### src/rtl/conf_loader.sv
// Byte-stream command parser driving the core's memory configuration port.
// Optional print-character forwarding on tx is enabled by LOADER_PRINT_FWD_EN.
module conf_loader #(
    parameter int unsigned RD_LAT = 1
) (
    input  logic        clk,
    input  logic        resetn,
    input  logic        rx_valid,
    input  logic [7:0]  rx_data,
    output logic        rx_ready,
    output logic        tx_valid,
    output logic [7:0]  tx_data,
    input  logic        tx_ready,
    output logic        conf_sel,
    output logic        conf_wren,
    output logic        conf_rden,
    output logic [31:0] conf_addr,
    output logic [31:0] conf_wdata,
    input  logic [31:0] conf_rdata,
    input  logic        print_valid,
    input  logic [7:0]  print_value,
    output logic        cmd_err,
    output logic        busy
);

    localparam int unsigned LAT_W = 3;

    typedef enum logic [2:0] {
        S_IDLE, S_ADDR, S_DATA, S_WR, S_RD, S_RWAIT, S_RESP
    } state_t;

    state_t             state_q, state_d;
    logic [1:0]         cnt_q, cnt_d;
    logic               is_rd_q, is_rd_d;
    logic [LAT_W-1:0]   lat_q, lat_d;
    logic [31:0]        rbuf_q, rbuf_d;
    logic [2:0]         rcnt_q, rcnt_d;
    logic               rx_ready_q, rx_ready_d;
    logic               tx_valid_q, tx_valid_d;
    logic [7:0]         tx_data_q, tx_data_d;
    logic               sel_q, sel_d;
    logic               wren_q, wren_d;
    logic               rden_q, rden_d;
    logic [31:0]        addr_q, addr_d;
    logic [31:0]        wdata_q, wdata_d;
    logic               cmd_err_q, cmd_err_d;
    logic               busy_q, busy_d;
    logic               rx_hs_c, tx_hs_c, tx_free_c;

`ifdef LOADER_PRINT_FWD_EN
    logic               pr_full_q, pr_full_d;
    logic               pr_on_tx_q, pr_on_tx_d;
    logic [7:0]         pr_data_q, pr_data_d;
    logic [15:0]        drop_q, drop_d;
    logic               pr_sent_c;
`else
    logic               unused_print_c;
    assign unused_print_c = ^{print_valid, print_value};
`endif

    assign rx_hs_c   = rx_valid & rx_ready_q;
    assign tx_hs_c   = tx_valid_q & tx_ready;
    assign tx_free_c = ~tx_valid_q | tx_ready;

    // Next-state and registered-output logic
    always_comb begin
        state_d    = state_q;
        cnt_d      = cnt_q;
        is_rd_d    = is_rd_q;
        lat_d      = lat_q;
        rbuf_d     = rbuf_q;
        rcnt_d     = rcnt_q;
        tx_valid_d = tx_valid_q;
        tx_data_d  = tx_data_q;
        sel_d      = sel_q;
        wren_d     = 1'b0;
        rden_d     = 1'b0;
        addr_d     = addr_q;
        wdata_d    = wdata_q;
        cmd_err_d  = 1'b0;
`ifdef LOADER_PRINT_FWD_EN
        pr_full_d  = pr_full_q;
        pr_on_tx_d = pr_on_tx_q;
        pr_data_d  = pr_data_q;
        drop_d     = drop_q;
        pr_sent_c  = tx_hs_c & pr_on_tx_q;
`endif

        if (tx_hs_c) tx_valid_d = 1'b0;

        case (state_q)
            S_IDLE: begin
                if (rx_hs_c) begin
                    case (rx_data)
                        8'h01: begin state_d = S_ADDR; is_rd_d = 1'b0; cnt_d = 2'd0; end
                        8'h02: begin state_d = S_ADDR; is_rd_d = 1'b1; cnt_d = 2'd0; end
                        8'h03: sel_d = 1'b1;
                        8'h04: sel_d = 1'b0;
                        default: cmd_err_d = 1'b1;
                    endcase
                end
            end
            S_ADDR: begin
                if (rx_hs_c) begin
                    addr_d[{cnt_q, 3'b000} +: 8] = rx_data;
                    cnt_d = cnt_q + 2'd1;
                    if (cnt_q == 2'd3) begin
                        if (!is_rd_q) begin
                            state_d = S_DATA;
                        end else if (sel_q) begin
                            state_d = S_RD;
                            rden_d  = 1'b1;
                        end else begin
                            state_d   = S_IDLE;
                            cmd_err_d = 1'b1;
                        end
                    end
                end
            end
            S_DATA: begin
                if (rx_hs_c) begin
                    wdata_d[{cnt_q, 3'b000} +: 8] = rx_data;
                    cnt_d = cnt_q + 2'd1;
                    if (cnt_q == 2'd3) begin
                        if (sel_q) begin
                            state_d = S_WR;
                            wren_d  = 1'b1;
                        end else begin
                            state_d   = S_IDLE;
                            cmd_err_d = 1'b1;
                        end
                    end
                end
            end
            S_WR: state_d = S_IDLE;
            S_RD: begin
                state_d = S_RWAIT;
                lat_d   = LAT_W'(1);
            end
            S_RWAIT: begin
                if (lat_q == LAT_W'(RD_LAT)) begin
                    rbuf_d  = conf_rdata;
                    state_d = S_RESP;
                    // Launch byte 0 immediately unless a print byte still occupies tx
                    if (tx_free_c) begin
                        tx_valid_d = 1'b1;
                        tx_data_d  = conf_rdata[7:0];
                        rcnt_d     = 3'd1;
                    end else begin
                        rcnt_d     = 3'd0;
                    end
                end else begin
                    lat_d = lat_q + LAT_W'(1);
                end
            end
            S_RESP: begin
                if (tx_free_c) begin
                    if (rcnt_q < 3'd4) begin
                        tx_valid_d = 1'b1;
                        tx_data_d  = rbuf_q[{rcnt_q[1:0], 3'b000} +: 8];
                        rcnt_d     = rcnt_q + 3'd1;
                    end else begin
                        state_d = S_IDLE;
                    end
                end
            end
            default: state_d = S_IDLE;
        endcase

`ifdef LOADER_PRINT_FWD_EN
        // Holding register stays full until its byte is handshaken on tx
        if (pr_sent_c) begin
            pr_full_d  = 1'b0;
            pr_on_tx_d = 1'b0;
        end
        if ((state_q == S_IDLE) && pr_full_q && !pr_on_tx_q && !tx_valid_q) begin
            tx_valid_d = 1'b1;
            tx_data_d  = pr_data_q;
            pr_on_tx_d = 1'b1;
        end
        if (print_valid) begin
            if (!pr_full_q || pr_sent_c) begin
                pr_full_d = 1'b1;
                pr_data_d = print_value;
            end else if (drop_q != 16'hFFFF) begin
                drop_d = drop_q + 16'd1;
            end
        end
`endif

        rx_ready_d = (state_d == S_IDLE) || (state_d == S_ADDR) || (state_d == S_DATA);
        busy_d     = (state_d != S_IDLE);
    end

    always_ff @(posedge clk or negedge resetn) begin
        if (!resetn) begin
            state_q    <= S_IDLE;
            cnt_q      <= 2'd0;
            is_rd_q    <= 1'b0;
            lat_q      <= '0;
            rbuf_q     <= 32'd0;
            rcnt_q     <= 3'd0;
            rx_ready_q <= 1'b0;
            tx_valid_q <= 1'b0;
            tx_data_q  <= 8'd0;
            sel_q      <= 1'b0;
            wren_q     <= 1'b0;
            rden_q     <= 1'b0;
            addr_q     <= 32'd0;
            wdata_q    <= 32'd0;
            cmd_err_q  <= 1'b0;
            busy_q     <= 1'b0;
`ifdef LOADER_PRINT_FWD_EN
            pr_full_q  <= 1'b0;
            pr_on_tx_q <= 1'b0;
            pr_data_q  <= 8'd0;
            drop_q     <= 16'd0;
`endif
        end else begin
            state_q    <= state_d;
            cnt_q      <= cnt_d;
            is_rd_q    <= is_rd_d;
            lat_q      <= lat_d;
            rbuf_q     <= rbuf_d;
            rcnt_q     <= rcnt_d;
            rx_ready_q <= rx_ready_d;
            tx_valid_q <= tx_valid_d;
            tx_data_q  <= tx_data_d;
            sel_q      <= sel_d;
            wren_q     <= wren_d;
            rden_q     <= rden_d;
            addr_q     <= addr_d;
            wdata_q    <= wdata_d;
            cmd_err_q  <= cmd_err_d;
            busy_q     <= busy_d;
`ifdef LOADER_PRINT_FWD_EN
            pr_full_q  <= pr_full_d;
            pr_on_tx_q <= pr_on_tx_d;
            pr_data_q  <= pr_data_d;
            drop_q     <= drop_d;
`endif
        end
    end

    assign rx_ready   = rx_ready_q;
    assign tx_valid   = tx_valid_q;
    assign tx_data    = tx_data_q;
    assign conf_sel   = sel_q;
    assign conf_wren  = wren_q;
    assign conf_rden  = rden_q;
    assign conf_addr  = addr_q;
    assign conf_wdata = wdata_q;
    assign cmd_err    = cmd_err_q;
    assign busy       = busy_q;

endmodule

### config.mk
export PLATFORM = sky130hd
export DESIGN_NAME = conf_loader
export DESIGN_NICKNAME = d
export VERILOG_FILES = /design/src/rtl/conf_loader.sv
export SDC_FILE = /design/constraint.sdc
export NUM_CORES = 1
export LEC_CHECK = 0
export ABC_AREA = 1
export BUFFER_PORTS_ARGS = -buffer_cell sky130_fd_sc_hd__buf_2
export CORE_ASPECT_RATIO = 1.5
export CORE_UTILIZATION = 54
export DETAILED_ROUTE_END_ITERATION = 10
export PLACE_DENSITY_LB_ADDON = 0.15
export SETUP_SLACK_MARGIN = 0.1
export SLEW_MARGIN = 20
export SYNTH_ARGS = -nofsm -noshare
export SYNTH_HDL_FRONTEND = slang
export SYNTH_SLANG_ARGS = --single-unit
export TNS_END_PERCENT = 10
### constraint.sdc
create_clock -name clk -period 2.5 [get_ports clk]
set_input_delay 0.5 -clock clk [delete_from_list [all_inputs] [get_ports clk]]
set_output_delay 0.5 -clock clk [all_outputs]
set_load 0.03 [all_outputs]
======== Word-level counts from Yosys, hierarchy flattened ========
Index checks and enable logic that the tools add are counted.
storage, ports and cells
  flip-flop bits (word level) ............. 123
  bits of input ports ..................... 53
  output and inout port bits .............. 79
operators by class
  add/subtract/negate cells ............... 4
  $lt $le $gt $ge ......................... 1
  eq/ne operators ......................... 21
  shift-type cells ........................ 3
  muxes and demuxes ....................... 56
  bitwise gates (word level) .............. 4
  reductions and logical operators ........ 22
operator list
  cell                    number
  $bwmux 32               2
  $mux 3                  15
  $mux 8                  4
  $shift 8x7->32 const A  1
  $shiftx 32x6->8         1
  $shiftx 8x7->32         1
  $mux 1                  22
  $pmux 3 s6              1
  $eq 8x2->1 const B      2
  $pmux 8 s2              1
  $ne 2x2->1 const B      7
  $pmux 3 s2              2
  $reduce_bool 2->1       5
  $eq 3x1->1 const B      3
  $eq 3x3->1 const B      3
  $eq 8x1->1 const B      1
  $eq 8x3->1 const B      1
  $mux 2                  4
  $reduce_and 2->1        4
  $reduce_and 4->1        2
  $neg 5->7               1
  $add 3x1->3 const B     2
  $eq 3x2->1 const B      2
  $logic_not 3->1         2
  other kinds (16)        22

======== Depth between registers and ports, before layout ========
  depth after elaboration ................. 8
  gate-level depth with buffers ........... 10

======== Worst setup path after synthesis ========
No wires, ideal clock.
  path kind ............................... flip-flop to flip-flop
  start ................................... reg cnt_q[0]
  end ..................................... reg wdata_q[22], in the netlist conf_wdata[22]
  library setup time ...................... 123 ps
  arrival time ............................ 1780 ps
  data required time ...................... 2377 ps
  slack ................................... 597 ps
  cell stages (with the launch flop) ...... 10
  buffers on the path ..................... 3
  period minus slack after synthesis ...... 1903 ps
  cell sequence ........................... dfrtp_1 -> buf_2 -> buf_2 -> inv_1 -> ha_1 -> nand2_1 -> clkbuf_1 -> nor3_1 -> nand2_1 -> nand2_1
on the way
  longest elaborated chain between the ends .. 3
  elaborated cells on any way between the ends .. 4
  those cells by class .................... add/sub: 1; shift: 2; mux: 1
ends and longest elaborated chain
  what                                               line  RTL
  start: declaration                                 33    logic [1:0] cnt_q, cnt_d;
  start signal: assignment                           221   cnt_q <= cnt_d;
  $neg 5->7 *                                        122   wdata_d[{cnt_q, 3'b000} +: 8] = rx_data;
  $shiftx 8x7->32 or $shift 8x7->32 (tied branches)  122
  $bwmux 32 *                                        122
  end signal: assignment                             233   wdata_q <= wdata_d;
  end: declaration                                   45    logic [31:0] wdata_q, wdata_d;
Mark *: on every way between the ends. The rest lies on a longest branch, timed or not.
A chain may end at the register's enable or synchronous reset.

======== Final worst setup path ========
  start ................................... reg lat_q[1]
  end ..................................... reg rbuf_q[26]
on the way
  longest elaborated chain between the ends .. 2
ends and longest elaborated chain
  what                        line  RTL
  start: declaration          35    logic [LAT_W-1:0] lat_q, lat_d;
  start signal: assignment    223   lat_q <= lat_d;
  $eq 3x1->1                  141   if (lat_q == LAT_W'(RD_LAT)) begin
  $reduce_and 2->1 (no line)  -
  end signal: assignment      224   rbuf_q <= rbuf_d;
  end: declaration            36    logic [31:0] rbuf_q, rbuf_d;
No other way between the ends.

==> metrics.yaml <==
cts_num_sinks: 123
ys_ff_latch: 123
clock-skew-final_ns: 0.008885
drt_drc_violations_left: 0
crit_arrival_ns: 2.28
floorplan.core_area_sq_mm: 0.01059
timing_worst_slew_pin_value_ns: 0.6560
period_share_pct: 77.39
first_global_vias: 4983
initialDrtViolationCount: 306
die_x_microns: 87.31
vias: 5257
synthFlopType: "dfrtp_1"
report.power.total_mw: 4.434
viasPerCell: 5.205
synth_seq_area_share_pct: 52.22
finalNonFillerCells: 1010
grt_antenna_before_repair: 0
timing.final.max_slew_violations: 0
run_status: "finished, final reports clean"
dp.cells: 978
drt_first_pass_iters: 5
ff_latch_area_sq_mm: 0.003078
area_growth_syn_to_layout_pct: 20.25
die_area_sq_mm: 0.01135
timing_hold_violations_final: 0
leakagePower_nw: 3.977
place.detailed.hpwl_mm: 10.57
io_count: 132
synth_enable_flop_cells: 0
post_route_cells_drive_above_1_share_pct: 21.82
unrepaired_setup_endpoints_after_global_routing: "false"
htreeDepth: 4
fillerInstances: 954
setup.worst_path.end_class: "register"
post_cts.resized_instances: 0
die_height_microns: 130.0
clock_path_buffers: 2
portion_of_synthesized_cell_area_occupied_by_the_leading_cell_type_pct: 52.22
wl_per_cell_microns: 14.68
final-setup-viol-count: 0
design.final.nets: 915
initial_standard_cell_utilization_of_the_core_pct: 55.66
rows: 46
number_of_buffers_inserted_by_hold_repair_at_cts: 0
post_synth_num_cell_types: 30
tritoncts: "yes"
first_pass_grt_wire_length_mm: 23.63
relSlewSlack_pct: 56.27
cts_inserted_buffers: 17
syn_area_sq_mm: 0.005894
routed_wl_mm: 14.83
postCtsSetupBuffers: 0
n_antenna_cell: 0
drv.max_cap_violation_count: 0
syn-mean-instance-area_sq_um: 8.020
clock_insertion_delay_worst_skew_ns: 0.42
portBuffers: 122
antenna_left: 0
worst_setup_path_start_kind: "register"
clk_pin_slew_worst_paths_ns: 0.06
worst_ep_required_time_ns: 2.85
globalplace.congestion: 0.9335
globalRouteOverflowTotal: 0
cts_root_buffer: "clkbuf_16"
post_syn_instances: 735
holdCritPathClass: "input port to async pin"
synthesis.yosys.warnings: 0
grt_usage_pct: 27.46
vdd.ir_drop.worst_v: 0.0004301
grt_start_max_net_pins: 80
final.setup.tns_ns: 0
multiInputGateArea_sq_mm: 0.002470
netlist_top_cells_area: "dfrtp_1, nand2_1, o21ai_0, nand3_1, o21ai_1"
crit_path_max_fanout: 37
path_class: "register to register"
syn-num-nets: 797
pwr_density_cell_mw_per_mm2: 625.5
synth-async-reset-ratio_pct: 100.0
yosysTopAreaCell: "dfrtp_1"
time_the_worst_path_needs_with_i_o_delays_and_setup_ns: 1.935
max_freq_mhz: 516.9
-- report_power, final --
group	internal [mW]	switching (mW)	leakage, nW
registers	2.00	0.00613	1.54
logic	0.0486	0.113	2.18
clock network	1.31	0.955	0.257
-- logic make-up (layout without fill, tap and decap cells) --
group | Yosys count | in the layout | share of synthesized area (%)
buffers and inverters | 68 | 199 | 5.880
AO/OA/AOI/OAI | 93 | 93 | 8.342
flip-flops | 123 | 123 | 52.22
adder cells (fa/ha/maj) | 9 | 9 | 1.910
AND/OR/NAND/NOR | 442 | 442 | 31.65
-- placed cells by master (no fill, tap or decap), types with 2 or more instances in the layout --
| master | count |
|---|---|
| nand2_1 | 336 |
| dfrtp_1 | 123 |
| buf_2 | 121 |
| o21ai_0 | 51 |
| nor2_1 | 35 |
| nand3_1 | 33 |
| o21ai_1 | 33 |
| inv_1 | 31 |
| nor3_1 | 18 |
| clkbuf_16 | 17 |
| inv_2 | 10 |
| nor2_4 | 9 |
| ha_1 | 9 |
| inv_6 | 6 |
| clkinvlp_4 | 5 |
| a21oi_1 | 3 |
| buf_4 | 3 |
| o211ai_1 | 2 |
| nand4_1 | 2 |
| or2_2 | 2 |
| nand2_8 | 2 |
| clkinv_4 | 2 |
-- worst max-delay path, cell delays in order, from the launching register on --
cell and delay, ns:
dfrtp_1 0.40, inv_1 0.06, ha_1 0.13, inv_1 0.04, nor2_1 0.20, nand2_4 0.28, inv_2 0.52, nand2_1 0.13
nand2_1 0.09
-- area by class of cell --
| type | count | share of cell area (%) |
|---|---|---|
| clock buffers | 18 | 6.196 |
| clock inverters | 14 | 1.589 |
| inverters | 42 | 2.259 |
| multi-input cells | 544 | 34.85 |
| flip-flops and latches | 123 | 43.42 |
| well taps | 144 | 2.542 |
| repair buffers | 125 | 9.144 |
-- registers in the layout (all words and copies together), names as in the netlist, 2 cells and up --
register,cells
lat_q,3
conf_wdata,32
state_q,3
conf_addr,32
rcnt_q,3
cnt_q,2
tx_data,8
rbuf_q,32
-- layer usage --
layer	vias to the layer above	track usage, %	part of all wire, %
met5	-	0	0
met1	2469	31.01	39
met3	22	6.578	6.3
met2	192	48.48	52
met4	0	12.83	2.1
li1	2574	-	-
-- path summary, 6_finish.rpt --
path                       depth (start not counted)                      start  slack (ns)                        end
max                                                8       lat_q[1]$_DFFE_PN0P_        0.57     rbuf_q[26]$_DFFE_PN0P_
min                                                1                     resetn        0.01       lat_q[2]$_DFFE_PN0P_
max reg2reg                                        8       lat_q[1]$_DFFE_PN0P_        0.57     rbuf_q[26]$_DFFE_PN0P_
min reg2reg                                        2  conf_addr[17]$_DFFE_PN0P_        0.48  conf_addr[17]$_DFFE_PN0P_
max in group asynchronous                          2                     resetn        1.73  conf_addr[25]$_DFFE_PN0P_
min in group clk                                   3             conf_rdata[13]        0.27     rbuf_q[13]$_DFFE_PN0P_
-- synth_stat cells (2+ instances only) --
library cell / number
inv_1: 31
a21oi_1: 3
dfrtp_1: 123
o21ai_0: 51
o211ai_1: 2
o21ai_1: 33
nand4_1: 2
nand2_8: 2
inv_2: 10
buf_6: 10
nor3_1: 18
clkbuf_1: 5
nor2_4: 9
nand3_1: 33
or2_2: 2
ha_1: 9
nand2_1: 336
buf_2: 10
nor2_1: 35
-- through the flow --
step	util, %	hold slack (ns)	instance area [sq um]	setup slack, ns
after floorplan	-	0.2044	5894	0.5974
after global placement	61.72	0.4546	6536	0.6240
after detailed placement	61.72	0.4622	6536	0.5647
after CTS	66.93	0.02224	7088	0.5586
after global routing	66.93	0.03848	7088	0.4092
final	66.93	0.01345	7088	0.5653
Note: power is estimated with default switching activity, not from simulation.
